## src/rtl/mem_stage_pkg.sv

```systemverilog
// Shared word width and FSM state encodings for the RiSC-16 data-memory access stage.
package mem_stage_pkg;

  localparam int WORD_LEN = 16;

  typedef logic [WORD_LEN-1:0] word_t;

  localparam logic [1:0] MEM_ST_IDLE = 2'd0;
  localparam logic [1:0] MEM_ST_REQ  = 2'd1;
  localparam logic [1:0] MEM_ST_DONE = 2'd2;

endpackage

```

## src/rtl/mem_timer.sv

```systemverilog
// Clearable saturating cycle counter; expired_o flags that the current counted cycle is the LIMIT-th one.
module mem_timer #(
  parameter int LIMIT = 16
) (
  input  logic clk,
  input  logic rst_n,
  input  logic clr_i,
  input  logic inc_i,
  output logic expired_o
);

  localparam int CW = (LIMIT < 2) ? 1 : $clog2(LIMIT + 1);
  localparam logic [CW-1:0] LAST = CW'(LIMIT - 1);

  logic [CW-1:0] cnt_q;

  always_ff @(posedge clk or negedge rst_n) begin
    if (!rst_n) begin
      cnt_q <= '0;
    end else if (clr_i) begin
      cnt_q <= '0;
    end else if (inc_i && (cnt_q != LAST)) begin
      cnt_q <= cnt_q + 1'b1;
    end
  end

  // cnt_q counts completed no-ack cycles, so LAST means this cycle is the final one allowed.
  assign expired_o = (cnt_q >= LAST);

endmodule

```

## src/rtl/mem_stage.sv

```systemverilog
// Multicycle data-memory access stage (IDLE -> REQ -> DONE) with a req/ack data-memory port.
// Optional bus timeout is enabled by defining MEM_TIMEOUT_EN.
module mem_stage
  import mem_stage_pkg::*;
#(
  parameter int TIMEOUT_CYCLES = 16
) (
  input  logic                clk,
  input  logic                rst_n,
  input  logic                mem_en,
  input  logic                mem_we,
  input  logic [WORD_LEN-1:0] addr,
  input  logic [WORD_LEN-1:0] wdata,
  output logic [WORD_LEN-1:0] data_out,
  output logic                stall,
  output logic                done,
  output logic                bus_err,
  output logic                dmem_req,
  output logic                dmem_we,
  output logic [WORD_LEN-1:0] dmem_addr,
  output logic [WORD_LEN-1:0] dmem_wdata,
  input  logic [WORD_LEN-1:0] dmem_rdata,
  input  logic                dmem_ack,
  output logic [1:0]          dbg_state
);

  // Handshake: dmem_req stays high with stable we/addr/wdata until an edge samples
  // dmem_ack=1; the transfer completes on that edge and req drops on the next state.
  logic [1:0] state_q, state_d;
  logic       we_q;
  word_t      addr_q, wdata_q;
  word_t      data_q, data_d;
  logic       bus_err_q, bus_err_d;
  logic       timeout;

`ifdef MEM_TIMEOUT_EN
  logic expired;

  mem_timer #(.LIMIT(TIMEOUT_CYCLES)) u_timer (
    .clk       (clk),
    .rst_n     (rst_n),
    .clr_i     (state_q != MEM_ST_REQ),
    .inc_i     ((state_q == MEM_ST_REQ) && !dmem_ack),
    .expired_o (expired)
  );

  assign timeout = (state_q == MEM_ST_REQ) && !dmem_ack && expired;
`else
  logic unused_timeout_cfg;
  assign unused_timeout_cfg = ^TIMEOUT_CYCLES;
  assign timeout = 1'b0;
`endif

  always_comb begin
    state_d   = state_q;
    data_d    = data_q;
    bus_err_d = 1'b0;
    case (state_q)
      MEM_ST_IDLE: begin
        if (mem_en) state_d = MEM_ST_REQ;
      end
      MEM_ST_REQ: begin
        // Ack takes priority over a timeout on the same edge.
        if (dmem_ack) begin
          state_d = MEM_ST_DONE;
          if (!we_q) data_d = dmem_rdata;
        end else if (timeout) begin
          state_d   = MEM_ST_DONE;
          bus_err_d = 1'b1;
          if (!we_q) data_d = '0;
        end
      end
      MEM_ST_DONE: state_d = MEM_ST_IDLE;
      default:     state_d = MEM_ST_IDLE;
    endcase
  end

  always_ff @(posedge clk or negedge rst_n) begin
    if (!rst_n) begin
      state_q   <= MEM_ST_IDLE;
      we_q      <= 1'b0;
      addr_q    <= '0;
      wdata_q   <= '0;
      data_q    <= '0;
      bus_err_q <= 1'b0;
    end else begin
      state_q   <= state_d;
      data_q    <= data_d;
      bus_err_q <= bus_err_d;
      if ((state_q == MEM_ST_IDLE) && mem_en) begin
        we_q    <= mem_we;
        addr_q  <= addr;
        wdata_q <= wdata;
      end
    end
  end

  assign data_out   = data_q;
  assign stall      = ((state_q == MEM_ST_IDLE) && mem_en) || (state_q == MEM_ST_REQ);
  assign done       = (state_q == MEM_ST_DONE);
  assign bus_err    = bus_err_q;
  assign dmem_req   = (state_q == MEM_ST_REQ);
  assign dmem_we    = we_q;
  assign dmem_addr  = addr_q;
  assign dmem_wdata = wdata_q;
  assign dbg_state  = state_q;

endmodule

```

## config.mk

```make
export PLATFORM = sky130hd
export DESIGN_NAME = mem_stage
export DESIGN_NICKNAME = d
export VERILOG_FILES = /design/src/rtl/mem_stage_pkg.sv /design/src/rtl/mem_timer.sv /design/src/rtl/mem_stage.sv
export SDC_FILE = /design/constraint.sdc
export NUM_CORES = 1
export LEC_CHECK = 0
export CORE_ASPECT_RATIO = 1.2
export CORE_UTILIZATION = 40
export CTS_BUF_LIST = sky130_fd_sc_hd__clkbuf_4
export CTS_CLUSTER_DIAMETER = 60
export DETAILED_ROUTE_END_ITERATION = 10
export PLACE_DENSITY = 0.82
export SYNTH_ARGS = -nofsm -noshare
export SYNTH_HDL_FRONTEND = slang
export SYNTH_SLANG_ARGS = --single-unit
```

## constraint.sdc

```tcl
create_clock -name clk -period 1.9 [get_ports clk]
set_input_delay 0.19 -clock clk [delete_from_list [all_inputs] [get_ports clk]]
set_output_delay 0.19 -clock clk [all_outputs]
set_load 0.02 [all_outputs]
```

* Word-level counts from Yosys, hierarchy flattened
Index checks and enable logic that the tools add are counted.
Cells by class: add/subtract/negate cells 0, multipliers 0, div/mod/pow operators 0, eq/ne operators 4, magnitude comparators 0, reductions and logical operators 5, mux-type cells 3, bitwise operators 1, shifts and indexed selects 0
Operator list (number):
- 2-bit two-way mux | 2
- 2-bit case mux with 2 select lines | 1
- 3-bit AND reduction | 1
- 2-bit by 1-bit equality test with 1-bit output (second input constant) | 1
- 2-bit equality test (second input constant) | 1
- 2-bit zero test | 1
- 2-bit by 1-bit inequality test with 1-bit output (second input constant) | 1
- 2-bit inequality test (second input constant) | 1
- 2-bit AND reduction | 1
- 1-bit logical AND | 1
- 1-bit logical OR | 1
- 1-bit NOT | 1
Word-level totals: register bits after elaboration 51, memory bits (read-only) 0, bits in latches 0, memory bits (writable) 0, memories kept 0, output and inout bits 55

* Depth between registers and ports, before layout
word-level depth 3, mapped depth 4

* Worst setup path before layout
No wires, ideal clock.
path kind register to register, start register state_q[1], in the netlist dbg_state[1], end register data_q[10], in the netlist data_out[10], clock period less this slack 1.552 ns, library setup time 0.125 ns, path buffers 2, arrival time 1.427 ns, path slack 0.348 ns, cell stages (with the launch flop) 5, cell sequence dfrtp_1 nor4bb_4 buf_6 buf_12 mux2_4
Between the ends: longest elaborated chain between the ends 2
Ends and longest elaborated chain:
- from (decl) | line mem_stage.sv:29 | logic [1:0] state_q, state_d;
- from (signal assigned) | line mem_stage.sv:87 | state_q <= state_d;
- 2-bit by 1-bit equality test with 1-bit output | line mem_stage.sv:58 | case (state_q)
- 3-bit AND reduction (no line)
- to (signal assigned) | line mem_stage.sv:88 | data_q <= data_d;
- to (decl) | line mem_stage.sv:32 | word_t data_q, data_d;
Every way passes these cells. A chain may end at the register's enable or synchronous reset.

* Worst setup path in the final report
start register state_q[0], in the netlist dbg_state[0], end output port stall
Between the ends: longest elaborated chain between the ends 3, elaborated cells on any way between the ends 4
Ends and longest elaborated chain:
- 2-bit zero test | line mem_stage.sv:99 | assign stall = ((state_q == MEM_ST_IDLE) && mem_en) || (state_q == MEM_ST_REQ);
- 1-bit logical AND | line mem_stage.sv:99
- 1-bit logical OR (*) | line mem_stage.sv:99
- to (decl) | line mem_stage.sv:15 | output logic stall,
Every way passes the cells marked *; elsewhere a longest branch is shown, timed or not.

==> impl_metrics.csv <==
group,metric,value,unit
placed_design,io_buffers,106,
die,chipHeight,80.1,microns
critical_path,crit_required,1.71,ns
critical_path,crit_slowest_cell,"clkdlybuf4s50_1",
yosys,synth_largest_area_cell,"dfrtp_1",
global_route,grt_pass1_wl,6660,microns
critical_path,critPathBufInv,1,
die,rows,28,
timing,finClkSkew,0.00630,ns
final_layout,syn2layout_area_growth,58.4,%
timing,layout_min_cycle_time,1.77,ns
route,initialDrtViolationCount,39,
yosys,syn-num-nets,170,
yosys,ys_seq_area_share,62.8,%
power,power_density,1460,nW/um^2
critical_path,max_stage_delay,0.60,ns
yosys,netlist_area,2030,sq um
critical_path,critPathMaxFanout,8,
placed_design,hpwl,3290,microns
timing,setup_viol,0,
die,core_area,4900,sq um
final_layout,final_util,65.7,%
cts,cts_root_buf,"clkbuf_4",
timing,setup_tns,0,ns
final_layout,finalNetCount,283,
timing,worstMarginPinSlew,0.567,ns
critical_path,end_kind,"output port",
die,die-area,5370,sq um
power,leakagePower,1.35,nW
die,die_x,67.1,microns
yosys,synth.distinct_cells,15,
timing,timing.final.crit_share,93.0,%
timing,max_slew_margin,62.2,%
route,antenna_left,0,
global_route,grt_overflow,0,
yosys,synthCells,117,
route,wire_per_inst,14.7,microns
final_layout,finalInstanceArea,3220,sq um
placed_design,placed_cell_area,3150,sq um
timing,hold_viol,0,
critical_path,path_class,"register to output port",
route,drt_wl_total,4280,microns
critical_path,r2r-end,"data_out[3]",
critical_path,start_kind,"register",
run,maxCapViolations,0,
placed_design,post-place-cells,282,
yosys,yosys_warnings,0,
final_layout,final_cells,291,
global_route,first_global_vias,1457,
placed_design,place.gp.congestion,0.711,
timing,drv_slew,0,
critical_path,critPathLaunch,"dbg_state[0]",
route,drc,0,
cts,clk_latency,0.34,ns
yosys,synthTopCellsByArea,"dfrtp_1 (63%), mux2_2 (22%), mux2_4 (7.4%)",
cts,clockBufferDepth,2,
global_route,antenna_found_initial,0,
critical_path,worstPathCellList,"nor2_1 > nor2_1 > clkdlybuf4s50_1",
critical_path,timing.rr.start,"dbg_state[1]",
route,drtPass1Iterations,4,
yosys,synth_seq_cells,51,
cts,cts_num_sinks,51,
die,start_util,41.5,%
yosys,synth.avg_cell_area,17.4,sq um
cts,cts_max_level,2,
critical_path,cpMostUsedCell,"nor2_1",
cts,cts_tree,"done",
critical_path,ff2ff_setup_slack,0.40,ns
critical_path,cp.arrival,1.58,ns
critical_path,crit_family,"buffers and inverters",
global_route,grt_max_degree,27,
yosys,synth.top_cell.area_share,62.8,%
cts,cts_buffers,5,
cts,postCtsSetupBuffers,0,
final_layout,drive_above_1_share,28.1,%
route,via_per_inst,4.74,
die,ios,108,
cts,clk_pin_slew,0.13,ns
route,via_count,1380,
timing,max_clock_freq,566,MHz
critical_path,rr_worst_depth,3,
final_layout,antennaDiodeCount,0,
status,run_status,"finished, final reports clean",
global_route,grt_usage,16.8,%
power,ir_drop,785,uV
hold_path,hold_path.class,"primary input to async pin",
timing,rsz0062_at_grt,"no",
metal layers:
| layer | wire [microns] | part of all wire (%) | track usage (%) | up-vias |
|---|---|---|---|---|
| met4 | 74 | 1.7 | 6.81 | 0 |
| met5 | 0 | 0 | 0 | - |
| li1 | - | - | - | 635 |
| met1 | 1550 | 36 | 17.7 | 678 |
| met2 | 2320 | 54 | 29.9 | 63 |
| met3 | 326 | 7.6 | 5.54 | 4 |
cell usage after synthesis:
master / instances
dfrtp_1: 51
or2b_1: 1
and2_1: 1
buf_12: 1
mux2_2: 39
buf_4: 1
nor2_1: 2
nand2b_1: 1
nor3b_4: 1
and2b_1: 2
nor4bb_4: 1
mux2_4: 10
buf_6: 4
conb_1: 1
a21oi_1: 1
layout make-up:
class,count,area (sq um)
multi-input combinational,60,684
fill,384,1680
clock buffer,6,45.0
sequential,51,1280
clock inverter,2,7.51
tap,60,75.1
timing repair buffer,112,1130
worst max path at each step:
stage / to / slack (ns) / depth (start not counted)
after floorplan: data_out[10] / 0.35 / 4
after global placement: data_out[1] / 0.21 / 4
after detailed placement: dmem_addr[0] / 0.19 / 4
after CTS: dmem_req / 0.004 / 2
after global routing: stall / 0.04 / 3
final: stall / 0.13 / 3
state kept, by name, indices dropped and copies added (netlist names):
register / count
data_out: 16
dmem_addr: 16
dmem_wdata: 16
dbg_state: 2
dmem_we: 1
where the power goes:
group	switching (mW)	total [mW]	internal [mW]
clock network	0.305	0.458	0.152
logic	1.05	2.45	1.39
registers	0.251	1.80	1.55
total	1.61	4.70	3.09
layout by cell type, fill, tap and decap left out, types with 2 or more instances in the layout:
cell type and n:
buf_4 3, nor2_1 2, clkdlybuf4s50_1 103, dfrtp_2 2
dfrtp_1 49, and2b_1 2, mux2_2 39, clkbuf_4 6
mux2_4 10, buf_12 2, clkinv_1 2
cell families (layout without fill, tap and decap cells):
| group | count (synthesis) | in the layout | synth area share [%] |
|---|---|---|---|
| AOI/OAI and AO/OA | 1 | 1 | 0.246 |
| buffers and inverters | 6 | 120 | 3.57 |
| DFF | 51 | 51 | 62.8 |
| muxes | 49 | 49 | 29.0 |
| other | 1 | 1 | 0.184 |
| and+or+nand+nor | 9 | 9 | 4.25 |
per-stage QoR:
step	worst slack, ns	hold slack (ns)	total power, mW
global placement	0.206	0.219	4.25
floorplan	0.348	-0.106	3.08
detailed placement	0.187	0.218	4.29
global route	0.0390	0.406	4.97
finish	0.132	0.386	4.70
CTS	0.00352	0.351	4.77
timing repair:
action,in CTS,in global routing
setup endpoints to repair,2,2
hold buffers,1,0
endpoints found under the hold margin,24,0
resized for setup,2,2
pin swaps,0,0
(Power assumes the default switching activity.)
